### src/rtl/triangle_vertex_anim.sv
// Per-frame triangle vertex animator: steps three vertices with border bounce,
// updating one vertex per cycle through a shared adder and committing all six coordinates at once.
module triangle_vertex_anim #(
    parameter int XMIN      = 285,
    parameter int XMAX      = 1554,
    parameter int YMIN      = 35,
    parameter int YMAX      = 514,
    parameter int STEP_X    = 4,
    parameter int STEP_Y    = 2,
    parameter int FRAME_DIV = 1
) (
    input  logic        CLOCK_50,
    input  logic        RESET_N,
    input  logic        frame_start,
    input  logic        enable,
    output logic [10:0] x0,
    output logic [10:0] x1,
    output logic [10:0] x2,
    output logic [9:0]  y0,
    output logic [9:0]  y1,
    output logic [9:0]  y2,
    output logic        upd
);

    localparam int DIV_W = (FRAME_DIV > 1) ? $clog2(FRAME_DIV) : 1;
    localparam logic [DIV_W-1:0] C_DIV_LAST = DIV_W'(FRAME_DIV - 1);

    localparam logic [11:0] C_XMIN   = 12'(XMIN);
    localparam logic [11:0] C_XMAX   = 12'(XMAX);
    localparam logic [11:0] C_YMIN   = 12'(YMIN);
    localparam logic [11:0] C_YMAX   = 12'(YMAX);
    localparam logic [11:0] C_STEP_X = 12'(STEP_X);
    localparam logic [11:0] C_STEP_Y = 12'(STEP_Y);

    localparam logic [10:0] C_X0_INIT = 11'd700;
    localparam logic [10:0] C_X1_INIT = 11'd330;
    localparam logic [10:0] C_X2_INIT = 11'd1350;
    localparam logic [9:0]  C_Y0_INIT = 10'd70;
    localparam logic [9:0]  C_Y1_INIT = 10'd300;
    localparam logic [9:0]  C_Y2_INIT = 10'd215;

    // IDLE: wait for frame_start / V0..V2: step one working vertex / COMMIT: publish set, pulse upd
    typedef enum logic [2:0] {S_IDLE, S_V0, S_V1, S_V2, S_COMMIT} state_t;

    state_t           r_state;
    logic [DIV_W-1:0] r_div_cnt;
    logic [10:0]      r_wx0, r_wx1, r_wx2;
    logic [9:0]       r_wy0, r_wy1, r_wy2;
    logic [2:0]       r_dx, r_dy;

    logic [10:0] w_cur_x, w_nx;
    logic [9:0]  w_cur_y, w_ny;
    logic        w_cur_dx, w_cur_dy, w_ndx, w_ndy;
    logic [11:0] w_x12, w_y12, w_x_inc, w_x_dec, w_y_inc, w_y_dec;

    // The state selects which working vertex feeds the shared step logic.
    always_comb begin
        w_cur_x  = r_wx0;
        w_cur_y  = r_wy0;
        w_cur_dx = r_dx[0];
        w_cur_dy = r_dy[0];
        case (r_state)
            S_V1: begin
                w_cur_x  = r_wx1;
                w_cur_y  = r_wy1;
                w_cur_dx = r_dx[1];
                w_cur_dy = r_dy[1];
            end
            S_V2: begin
                w_cur_x  = r_wx2;
                w_cur_y  = r_wy2;
                w_cur_dx = r_dx[2];
                w_cur_dy = r_dy[2];
            end
            default: ;
        endcase
    end

    assign w_x12   = {1'b0, w_cur_x};
    assign w_y12   = {2'b00, w_cur_y};
    assign w_x_inc = w_x12 + C_STEP_X;
    assign w_x_dec = w_x12 - C_STEP_X;
    assign w_y_inc = w_y12 + C_STEP_Y;
    assign w_y_dec = w_y12 - C_STEP_Y;

    always_comb begin
        w_nx  = w_cur_x;
        w_ndx = w_cur_dx;
        if (w_cur_dx) begin
            if (w_x_inc >= C_XMAX) begin
                w_nx  = 11'(C_XMAX);
                w_ndx = 1'b0;
            end else begin
                w_nx = 11'(w_x_inc);
            end
        end else if (w_x12 <= C_XMIN + C_STEP_X) begin
            w_nx  = 11'(C_XMIN);
            w_ndx = 1'b1;
        end else begin
            w_nx = 11'(w_x_dec);
        end
    end

    always_comb begin
        w_ny  = w_cur_y;
        w_ndy = w_cur_dy;
        if (w_cur_dy) begin
            if (w_y_inc >= C_YMAX) begin
                w_ny  = 10'(C_YMAX);
                w_ndy = 1'b0;
            end else begin
                w_ny = 10'(w_y_inc);
            end
        end else if (w_y12 <= C_YMIN + C_STEP_Y) begin
            w_ny  = 10'(C_YMIN);
            w_ndy = 1'b1;
        end else begin
            w_ny = 10'(w_y_dec);
        end
    end

    always_ff @(posedge CLOCK_50 or negedge RESET_N) begin
        if (!RESET_N) begin
            r_state   <= S_IDLE;
            r_div_cnt <= '0;
            r_wx0 <= C_X0_INIT;  r_wy0 <= C_Y0_INIT;
            r_wx1 <= C_X1_INIT;  r_wy1 <= C_Y1_INIT;
            r_wx2 <= C_X2_INIT;  r_wy2 <= C_Y2_INIT;
            r_dx  <= 3'b101;
            r_dy  <= 3'b011;
            x0 <= C_X0_INIT;  y0 <= C_Y0_INIT;
            x1 <= C_X1_INIT;  y1 <= C_Y1_INIT;
            x2 <= C_X2_INIT;  y2 <= C_Y2_INIT;
            upd <= 1'b0;
        end else begin
            upd <= 1'b0;
            case (r_state)
                S_IDLE: begin
                    if (frame_start && enable) begin
                        if (r_div_cnt == C_DIV_LAST) begin
                            r_div_cnt <= '0;
                            r_state   <= S_V0;
                        end else begin
                            r_div_cnt <= r_div_cnt + DIV_W'(1);
                        end
                    end
                end
                S_V0: begin
                    r_wx0   <= w_nx;
                    r_wy0   <= w_ny;
                    r_dx[0] <= w_ndx;
                    r_dy[0] <= w_ndy;
                    r_state <= S_V1;
                end
                S_V1: begin
                    r_wx1   <= w_nx;
                    r_wy1   <= w_ny;
                    r_dx[1] <= w_ndx;
                    r_dy[1] <= w_ndy;
                    r_state <= S_V2;
                end
                S_V2: begin
                    r_wx2   <= w_nx;
                    r_wy2   <= w_ny;
                    r_dx[2] <= w_ndx;
                    r_dy[2] <= w_ndy;
                    r_state <= S_COMMIT;
                end
                S_COMMIT: begin
                    x0 <= r_wx0;  y0 <= r_wy0;
                    x1 <= r_wx1;  y1 <= r_wy1;
                    x2 <= r_wx2;  y2 <= r_wy2;
                    upd     <= 1'b1;
                    r_state <= S_IDLE;
                end
                default: r_state <= S_IDLE;
            endcase
        end
    end

endmodule

### config.mk
export PLATFORM = sky130hd
export DESIGN_NAME = triangle_vertex_anim
export DESIGN_NICKNAME = d
export VERILOG_FILES = /design/src/rtl/triangle_vertex_anim.sv
export SDC_FILE = /design/constraint.sdc
export NUM_CORES = 1
export LEC_CHECK = 0
export ABC_AREA = 1
export ABC_CLOCK_PERIOD_IN_PS = 2400
export BUFFER_PORTS_ARGS = -buffer_cell sky130_fd_sc_hd__buf_2
export CORE_UTILIZATION = 55
export CTS_BUF_LIST = sky130_fd_sc_hd__clkbuf_2 sky130_fd_sc_hd__clkbuf_4 sky130_fd_sc_hd__clkbuf_8
export DETAILED_ROUTE_END_ITERATION = 7
export PLACE_DENSITY = 0.78
export SYNTH_ARGS = -nofsm -noshare
export SYNTH_HDL_FRONTEND = slang
export SYNTH_SLANG_ARGS = --single-unit
### constraint.sdc
create_clock -name CLOCK_50 -period 2.4 [get_ports CLOCK_50]
set_clock_uncertainty 0.15 [all_clocks]
set_input_delay 0.24 -clock CLOCK_50 [delete_from_list [all_inputs] [get_ports CLOCK_50]]
set_output_delay 0.24 -clock CLOCK_50 [all_outputs]
set_load 0.01 [all_outputs]
==> metrics.md, run 1 <==
| Metric | Value |
|---|---|
| Slew headroom | 73.6% |
| Critical path arrival | 2.81 ns |
| Drt wl/cell | ~16 µm |
| Largest family of logic cells by synthesized area | simple AND/OR/NAND/NOR gates |
| Gpl congestion | around 0.98 |
| R2r endpoint | r_wy2[9]$_DFFE_PN0N_ |
| Overall routing resource usage | 30.8% |
| Clk buf depth | 2 |
| Status | finished, violations left |
| Yosys warning total | 0 |
| R2R Path Start | r_state[0]$_DFFE_PN0P_ |
| Crit. End Element | flop |
| Clk root buf | clkbuf_8 |
| Synth cell types | 41 |
| Share of cells above drive strength 1 | 38.9% |
| Syn Nets | between 800 and 900 |
| Worst VDD drop | 0.905 mV |
| Residual DRC | 0 |
| Critical path launch point type | flop |
| Post-synthesis cell count | 852 |
| Leak | 0.00466 µW |
| Fin crit share | 108% |
| Num CTS Buffers | 17 |
| Buffers on Ports | 67 |
| Nets | 1027 |
| Starting Density | 56.5% |
| First-pass GRT wire length | 30300 µm |
| Final wirelength | approximately 19000 µm |
| Clock latency on the worst-skew pair | between 0.4 and 0.5 ns |
| Number of H-tree levels | 4 |
| Pin count of the biggest net entering global routing | 82 |
| Pre-CTS WS | -0.130 ns |
| CP Class | reg -> reg |
| Hold Crit Class | in -> async |
| Final setup TNS | -5.59 ns |
| Rows | 40 |
| Non-Filler Instances | 1179 |
| Crit path to | r_wy2[9]$_DFFE_PN0N_ |
| Final min period | 2.59 ns |
| Die Y | 113 µm |
| I/O pins | 68 |
| Clock-pin slew on the worst setup and hold paths | 0.08 ns |
| Die Span X | approximately 110 µm |
| Post-synthesis sequential area ratio | slightly above 50% |
| Initial DRT Pass Iterations | 8 |
| Cell Area, Placed | 7870 µm² |
| Post-Place Cells | 1120 |
| Dpl hpwl | 12700 µm |
| Mux cell area share after synthesis | 0% |
| Post-Synth XOR/XNOR Area | 1.03% |
| Hold Violations, Final | 0 |
| GRT Residual Overflow | 0 |
| Routed vias/inst | ~5.6 |
| Layout fillers | approximately 850 |
| Cells on worst reg2reg path | 15 |
| Avg Inst Size Synth | 7.97 µm² |
| Total vias in the final route | 6554 |
| Worst Tran Pin Value | 0.396 ns |
| CTS tree | done |
| Mapped cell area | just under 7000 µm² |
| Failing checks | setup timing |
| Post-Synth Adder-Cell Area | 0.737% |
| Critical path launch point | r_state[0]$_DFFE_PN0P_ |
| Compound-Gate Fraction of Synth Area | roughly 8.3% |
| Initial DRC count | 796 |
| Critical Path Fanout Max | 6 |
| Vias in the first global route | roughly 6000 |
| Worst setup margin | -0.191 ns |
| Die ar. | ~13000 µm² |
| Number of max-cap violations | 0 |
| Final design utilization | about three quarters |
| Max Transition Viols Final | 0 |
| Clock Sinks | around 140 |
| Maximum clock rate | about 390 MHz |
| Top-area cell type share of the netlist area | 28.0% |
| Synth area leader | dfrtp_1 |
| Initial antenna violation count | 0 |
| Worst Path Required | around 2.6 ns |
| Post-synthesis simple-gate area fraction | 31.7% |
| Seq cells post-synth | 136 |
| Setup slack, reg-to-reg | -0.19 ns |
| Diode count | 0 |
| PD cells | ~1700 nW/µm² |
| Largest cells by area after synthesis | dfrtp_1, dfstp_2, nand2_1, o21ai_0, inv_1 |
| Core Footprint | 12000 µm² |
| # setup viols final | 60 |
| P&R area growth vs syn | 32.6% |
| Post-route ant nets | 0 |
| Final Cell Area | 9000 µm² |
| RSZ-0062 raised after global routing | true |
[routing by layer]
layer  global-route usage, %  up-vias  share of wire (%)
met5                       0        -                  0
met1                    44.6     3145                 43
li1                        -     3048                  -
met2                    46.7      304                 46
met3                    6.16       57                7.8
met4                    10.7        0                2.9
[Yosys cell counts, drive strengths merged]
cell type and n:
buf 17, nand2 387, clkbuf 18, xnor2 1, nand4 20, nor4 1
a22o 1, inv 74, a31oi 1, ha 4, and3 1, o21ai 73
xor2 7, clkinv 1, o22ai 12, dfstp 60, a21oi 13, dfrtp 76
nand3b 1, nor3 5, nand3 53, nor2 25, or2 1
[metrics by stage]
stage,power [µW],hold slack [ns]
after floorplan,8200,-0.206
after global placement,11000,0.0430
after detailed placement,11100,0.0438
after CTS,14100,0.114
after global routing,15800,0.149
final,14900,0.119
[power breakdown]
part,switching [µW],internal [µW]
registers,591,3500
clock network,882,1180
logic,5330,3450
[final cells by class]
type	count	area, µm²	share of cell area (%)
well taps	147	184	2.04
flip-flops and latches	136	3480	38.7
inverters	75	292	3.24
clock buffers	20	263	2.92
repair buffers	181	1300	14.5
clock inverters	12	175	1.95
multi-input cells	608	3300	36.7
[how the worst min path moves through the flow]
stage,endpoint,cells after the start,slack (ns),from
after global placement,x1[2]$_DFFE_PN0P_,1,0.04,RESET_N
after global routing,r_wx1[2]$_DFFE_PN0N_,2,0.15,RESET_N
final,r_wx1[2]$_DFFE_PN0N_,2,0.12,RESET_N
after CTS,r_wx1[2]$_DFFE_PN0N_,2,0.11,RESET_N
after detailed placement,x1[2]$_DFFE_PN0P_,1,0.04,RESET_N
after floorplan,r_dx[1]$_DFFE_PN0N_,0,-0.21,RESET_N
[timing repair]
item | CTS | global route
cloned | 2 | 1
resized for setup | 63 | 53
pin swaps | 20 | 19
setup endpoints to repair | 66 | 69
endpoints found under the hold margin | 93 | 0
setup buffers | 17 | 4
hold buffers | 3 | 0
[critical path: stages, from the launching register on]
cell      delay [ns]
dfrtp_2         0.47
nor2_4          0.15
buf_6           0.15
nand2_8         0.08
buf_12          0.14
o22ai_4         0.18
inv_2           0.05
o21ai_2         0.07
nand3b_1        0.24
nor2_4          0.27
nand4_1         0.13
nand2_1         0.08
nand2_1         0.06
nand2_2         0.13
nand2_2         0.07
nand2_1         0.07
[state kept, by name (all words and copies together), names as in the netlist, 11 cells and up]
signal	cells
r_wx2	11
x0	11
x2	11
x1	11
r_wx0	11
r_wx1	11
[layout by cell type, fill, tap and decap left out, drive strengths merged, types with 3 or more instances in the layout]
master,n
o22ai,12
a21oi,13
clkinvlp,3
nor2,25
nand4,20
dfstp,60
buf,178
ha,4
clkbuf,20
clkinv,5
dfrtp,76
nand2,389
dlygate4sd3,3
inv,75
o21ai,73
nor3,5
bufinv,4
nand3,53
xor2,7
[cells by family (layout without fill, tap and decap cells)]
group           count (synthesis)  after routing
compound gates                100            100
xor+xnor                        8              8
fa+ha+maj                       4              4
buf+inv                       110            288
flops                         136            136
simple gates                  494            496
Power figures use the tool's default switching activity.
==> inputs of run 2 (changes only) <==
--- a/config.mk
+++ b/config.mk
@@ -11,7 +11,9 @@
 export CORE_UTILIZATION = 55
 export CTS_BUF_LIST = sky130_fd_sc_hd__clkbuf_2 sky130_fd_sc_hd__clkbuf_4 sky130_fd_sc_hd__clkbuf_8
 export DETAILED_ROUTE_END_ITERATION = 7
+export GPL_ROUTABILITY_DRIVEN = 0
 export PLACE_DENSITY = 0.78
+export REMOVE_ABC_BUFFERS = 1
 export SYNTH_ARGS = -nofsm -noshare
 export SYNTH_HDL_FRONTEND = slang
 export SYNTH_SLANG_ARGS = --single-unit
==> constraint.sdc (replaced) <==
create_clock -name CLOCK_50 -period 2.4 [get_ports CLOCK_50]
set_clock_uncertainty 0.15 [all_clocks]
set_input_delay 0 -clock CLOCK_50 [delete_from_list [all_inputs] [get_ports CLOCK_50]]
set_output_delay 0 -clock CLOCK_50 [all_outputs]
set_load 0.01 [all_outputs]
==> run 2 against run 1 <==
The flow still finishes with violations (setup timing). Critical endpoint is now r_wx0[9]$_DFFE_PN1P_. Register-to-register slack got worse by 0.04 ns. Clock power fell by 9%. Flip-flop and latch count did not move. Die area did not move. Clock-buffer cell count rose by 3.
==> metrics.md, run 2 (same netlist as run 1, synthesis figures left out) <==
| Metric | Value |
|---|---|
| Vias in the first global route | approximately 5800 |
| Failing checks | setup timing |
| First-pass GRT wire length | 27800 µm |
| RSZ-0062 raised after global routing | true |
| Core Footprint | 12000 µm² |
| I/O pins | between 60 and 70 |
| Worst Path Required | 2.63 ns |
| Critical Path Fanout Max | 8 |
| Crit. End Element | flop |
| Cells on worst reg2reg path | 16 |
| Final setup TNS | -3.59 ns |
| R2R Path Start | r_state[2]$_DFFE_PN0P_ |
| Final min period | ~2.6 ns |
| Initial DRT Pass Iterations | 6 |
| Clock power share | 13.0% |
| Drt wl/cell | 16.2 µm |
| Pre-CTS WS | -0.0749 ns |
| Critical path launch point type | flop |
| CP dominant cell by count | buf_6 |
| CP Class | reg -> reg |
| Pin count of the biggest net entering global routing | 58 |
| Rows | 40 |
| Sw frac | a little under half |
| P_sw | between 6000 and 7000 µW |
| Die Span X | 113 µm |
| Max Transition Viols Final | 0 |
| Most common cell after layout, fill and taps aside | nand2_1 |
| Non-Filler Instances | 1161 |
| PD cells | 1620 nW/µm² |
| Logic gate share of total power | 58.6% |
| Residual DRC | 0 |
| Worst path max stage delay | 0.45 ns |
| Maximum clock rate | 380 MHz |
| Die Y | between 100 and 150 µm |
| FF+latch area | 3480 µm² |
| Final design utilization | between 70% and 80% |
| Initial antenna violation count | 0 |
| GRT Residual Overflow | 0 |
| Clock latency on the worst-skew pair | 0.46 ns |
| Clk root buf | clkbuf_8 |
| Fin crit share | 110% |
| Slew headroom | 67.9% |
| Die ar. | roughly 13000 µm² |
| Internal | between 7000 and 8000 µW |
| Routed vias/inst | around 5.6 |
| Diode count | 0 |
| R2r endpoint | r_wx0[9]$_DFFE_PN1P_ |
| Starting Density | 56.5% |
| Post-route ant nets | 0 |
| Worst VDD drop | 0.764 mV |
| Post-Place Cells | ~1100 |
| # setup viols final | 36 |
| Clock-pin slew on the worst setup and hold paths | approximately 0.070 ns |
| Worst setup margin | -0.232 ns |
| Clock Sinks | 136 |
| Num CTS Buffers | 17 |
| Buffers on Ports | 67 |
| Critical path arrival | 2.86 ns |
| Nets | between 1000 and 1500 |
| Total vias in the final route | between 6000 and 7000 |
| Sequential power share | ~28% |
| Initial DRC count | 721 |
| CTS tree | done |
| Most frequent cells in the layout | nand2_1, dfrtp_1, buf_4, buf_2, dfstp_2 |
| Setup slack, reg-to-reg | -0.23 ns |
| Leak | around 0.0046 µW |
| Hold Crit Class | in -> async |
| Clk buf depth | 2 |
| Status | finished, violations left |
| Number of max-cap violations | 0 |
| Layout fillers | roughly 800 |
| Final wirelength | 18800 µm |
| Share of cells above drive strength 1 | 39.7% |
| CP max-delay cell | dfrtp_2 |
| P&R area growth vs syn | 31.2% |
| Worst Tran Pin Value | 0.482 ns |
| Hold Violations, Final | 0 |
| Dpl hpwl | approximately 11000 µm |
| Number of H-tree levels | 4 |
| Multi-input logic area | 3340 µm² |
| Overall routing resource usage | 27.8% |
| CP Cell Sequence | inv_4 -> nand2_4 -> buf_6 -> nand2_1 -> nand3_4 -> buf_6 -> inv_1 -> buf_4 -> o21ai_0 -> nand2_2 -> nand3_2 -> nand2_4 -> buf_6 -> nand4_1 -> nand3_1 -> nand2_1 |
[run 2: cell types whose count changed in the layout (fill, tap and decap cells not counted), sizes merged]
cell,before,now
buf,178,161
clkbuf,20,23
clkinvlp,3,2
bufinv,4,2
nand2,389,388
[run 2: worst max path at each step]
stage                                 startpoint                     to  cells after the start
after CTS                 r_state[1]$_DFFE_PN0P_   r_wx2[0]$_DFFE_PN0N_                     11
final                     r_state[2]$_DFFE_PN0P_   r_wx0[9]$_DFFE_PN1P_                     16
after global placement    r_state[2]$_DFFE_PN0P_   r_wx0[8]$_DFFE_PN0P_                     16
after global routing      r_state[2]$_DFFE_PN0P_   r_wx0[3]$_DFFE_PN1P_                     15
after detailed placement  r_state[1]$_DFFE_PN0P_  r_wx1[10]$_DFFE_PN0N_                     13
after floorplan           r_state[1]$_DFFE_PN0P_      x0[1]$_DFFE_PN0P_                      5
[run 2: power by group through the flow]
stage          combinational (µW)  clock, µW  sequential (µW)
2_1_floorplan                3790          0             4190
3_3_place_gp                 6440          0             4020
3_5_place_dp                 6570          0             4040
4_1_cts                      6910       1900             4030
5_1_grt                      9110       2010             4170
6_report                     8440       1870             4080
[run 2: final cells by class]
cell class,count,share of cell area (%)
Tap cell,147,2.06
Multi-Input combinational cell,607,37.5
Sequential cell,136,39.1
Timing Repair Buffer,164,13.7
Inverter,75,3.24
Clock inverter,9,1.12
Clock buffer,23,3.27
[run 2: stage by stage]
stage	power, µW	instance area [µm²]	hold slack (ns)
final	14400	8910	0.0814
after global routing	15300	8910	0.106
after CTS	12800	8320	0.0653
after detailed placement	10600	7730	-0.129
after global placement	10500	7730	-0.128
after floorplan	7980	6600	-0.446
[run 2: worst max-delay path: cells and delay by family (launching register included)]
family          cells  cell delay (ns)
compound gates      1             0.12
buf+inv             6             0.76
flops               1             0.45
simple gates        9             1.08
[run 2: what timing repair did]
item / 4_1_cts / 5_1_grt
hold endpoints to repair: 92 / 0
pin swaps: 8 / 58
cloned: 1 / 0
hold buffers: 4 / 0
setup buffers: 6 / 16
gates resized for setup: 26 / 122
endpoints found under the setup margin: 57 / 66
[run 2: routing by layer]
layer | share of wire, % | vias to the layer above | global-route usage, % | wire, µm
met5 | 0 | - | 0 | 0
met2 | 46 | 351 | 41.8 | 8620
met1 | 43 | 3059 | 39.5 | 8040
met4 | 3.8 | 0 | 12.9 | 709
li1 | - | 3002 | - | -
met3 | 7.8 | 86 | 4.98 | 1470
==> inputs of run 3 (changes only) <==
--- a/config.mk
+++ b/config.mk
@@ -6,13 +6,13 @@
 export NUM_CORES = 1
 export LEC_CHECK = 0
 export ABC_AREA = 1
-export ABC_CLOCK_PERIOD_IN_PS = 2400
+export ABC_CLOCK_PERIOD_IN_PS = 3000
 export BUFFER_PORTS_ARGS = -buffer_cell sky130_fd_sc_hd__buf_2
-export CORE_UTILIZATION = 55
+export CORE_UTILIZATION = 61
 export CTS_BUF_LIST = sky130_fd_sc_hd__clkbuf_2 sky130_fd_sc_hd__clkbuf_4 sky130_fd_sc_hd__clkbuf_8
 export DETAILED_ROUTE_END_ITERATION = 7
 export GPL_ROUTABILITY_DRIVEN = 0
-export PLACE_DENSITY = 0.78
+export PLACE_DENSITY = 0.82
 export REMOVE_ABC_BUFFERS = 1
 export SYNTH_ARGS = -nofsm -noshare
 export SYNTH_HDL_FRONTEND = slang
==> constraint.sdc (replaced) <==
create_clock -name CLOCK_50 -period 3 [get_ports CLOCK_50]
set_clock_uncertainty 0.15 [all_clocks]
set_input_delay 0 -clock CLOCK_50 [delete_from_list [all_inputs] [get_ports CLOCK_50]]
set_output_delay 0 -clock CLOCK_50 [all_outputs]
set_load 0.01 [all_outputs]
==> run 3 against run 2 <==
The flow now finishes without violations. Clock power down 29%. Non-clock buffer count decreased by 78. Sequential power down 21%. First-iteration DRC count shrank 39%. Clock-buffer cell count down 5. Utilization is 3.5 points lower. Setup slack gained 0.51 ns. Worst hold slack better by 0.025 ns. Final cell count down 7.4%. Via count shrank 9.7%. Flip-flop and latch count unchanged. Power is 36% lower. Critical path type unchanged. Critical endpoint is now r_wx1[4]$_DFFE_PN0N_. Highest routed layer unchanged.
==> metrics.md, run 3 (same netlist as run 1, synthesis figures left out) <==
| Metric | Value |
|---|---|
| CP Class | reg -> reg |
| Crit. End Element | flop |
| Non-Filler Instances | 1075 |
| Initial DRT Pass Iterations | 6 |
| I/O pins | 68 |
| Post-CTS setup buffers | 0 |
| Number of max-cap violations | 0 |
| RSZ-0062 raised after global routing | false |
| GRT Residual Overflow | 0 |
| Num CTS Buffers | 17 |
| Status | completed |
| Final setup TNS | 0 ns |
| Drt wl/cell | 14.4 µm |
| Critical path arrival | a little under 3 ns |
| Starting Density | 62.6% |
| Total vias in the final route | 5868 |
| Critical path launch point type | flop |
| Nets | 930 |
| Pin count of the biggest net entering global routing | 97 |
| Final Cell Area | 7660 µm² |
| Critical Path Fanout Max | 9 |
| Rows | 38 |
| Cells on worst reg2reg path | 16 |
| Clock Sinks | 136 |
| Worst VDD drop | 0.604 mV |
| Residual DRC | 0 |
| PD cells | 1210 nW/µm² |
| Clk root buf | clkbuf_8 |
| Initial antenna violation count | 0 |
| CTS tree | done |
| Fin crit share | 90.9% |
| Buffers on Ports | 67 |
| Worst Path Required | 3.20 ns |
| Share of cells above drive strength 1 | 24.6% |
| Final design utilization | 70.7% |
| Most common cell after layout, fill and taps aside | nand2_1 |
| Hold Violations, Final | 0 |
| Number of H-tree levels | 4 |
| Worst Tran Pin Value | 0.819 ns |
| Routed vias/inst | between 5 and 6 |
| Final wirelength | between 15000 and 20000 µm |
| Post-Place Cells | 1039 |
| Clock latency on the worst-skew pair | 0.46 ns |
| Die Y | between 100 and 150 µm |
| Clk buf depth | 2 |
| Most frequent cells in the layout | nand2_1, dfrtp_1, buf_2, inv_1, dfstp_2 |
| Final hold slack | 0.107 ns |
| Clock-pin slew on the worst setup and hold paths | 0.08 ns |
| # setup viols final | 0 |
| Max Transition Viols Final | 0 |
| Final min period | 2.73 ns |
| Diode count | 0 |
| Leak | approximately 0.0040 µW |
| Cell Area, Placed | roughly 7300 µm² |
| First-pass GRT wire length | ~26000 µm |
| Overall routing resource usage | 29.3% |
| Dpl hpwl | between 10000 and 15000 µm |
| Vias in the first global route | about 5500 |
| Maximum clock rate | 367 MHz |
| Die ar. | 11600 µm² |
| Initial DRC count | 443 |
| Slew headroom | a little under half |
| Hold Crit Class | in -> async |
| Die Span X | 108 µm |
| P&R area growth vs syn | 12.8% |
| Core Footprint | 10800 µm² |
| Post-route ant nets | 0 |
-- run 3: cell types whose count changed in the layout (fill, tap and decap cells not counted), sizes merged --
| cell | delta |
|---|---|
| buf | -78 |
| bufinv | -2 |
| clkbuf | -5 |
| clkinv | +3 |
| clkinvlp | +4 |
| nand2 | -1 |
-- run 3: timing repair --
action	4_1_cts	5_1_grt
endpoints found under the hold margin	79	0
gates resized for setup	0	4
hold buffers	4	0
setup endpoints to repair	0	14
-- run 3: cell type report --
type / count / area (µm²)
Multi-Input combinational cell: 606 / 2840
Timing Repair Buffer: 86 / 526
Inverter: 75 / 289
Clock buffer: 18 / 248
Sequential cell: 136 / 3480
Clock inverter: 14 / 104
Fill cell: 895 / 3180
Tap cell: 140 / 175
-- run 3: path summary, 6_finish.rpt --
kind	to	startpoint	slack (ns)
setup / recovery	r_wx1[4]$_DFFE_PN0N_	r_state[2]$_DFFE_PN0P_	0.27
hold / removal	r_wx1[3]$_DFFE_PN1N_	RESET_N	0.11
setup reg to reg	r_wx1[4]$_DFFE_PN0N_	r_state[2]$_DFFE_PN0P_	0.27
hold reg to reg	y0[6]$_DFFE_PN1P_	y0[6]$_DFFE_PN1P_	0.32
max in group asynchronous	y0[2]$_DFFE_PN1P_	RESET_N	2.11
min in group CLOCK_50	r_state[0]$_DFFE_PN0P_	frame_start	0.20
-- run 3: critical path, cell delays in order, from the launching register on --
cell     delay, ns
dfrtp_1       0.45
inv_4         0.15
nand2_4       0.13
nand2_1       0.11
nand3_2       0.17
ha_2          0.27
or2_1         0.25
nand3_1       0.08
nand2_1       0.07
nor2_1        0.11
nand3_1       0.14
nand2_4       0.16
nand2_2       0.08
nand2_2       0.09
nand2_2       0.08
nand2_1       0.07
nand2_1       0.06
-- run 3: routing by layer --
metal  vias to the layer above  wire [µm]  GRT usage (%)
met2                       199       7110           45.3
met4                         0        325           12.2
li1                       2848          -              -
met1                      2791       7200           40.5
met5                         -          0              0
met3                        30        848           5.63
-- run 3: power by group --
part / internal (µW) / switching (µW) / total (µW)
clock: 592 / 742 / 1330
sequential: 2790 / 436 / 3230
combinational: 1530 / 3140 / 4680
-- run 3: through the flow --
step,worst slack [ns],power [µW]
finish,0.274,9240
global placement,0.296,7700
floorplan,-0.435,6380
detailed placement,0.223,7840
CTS,0.202,9210
global route,0.0562,10000
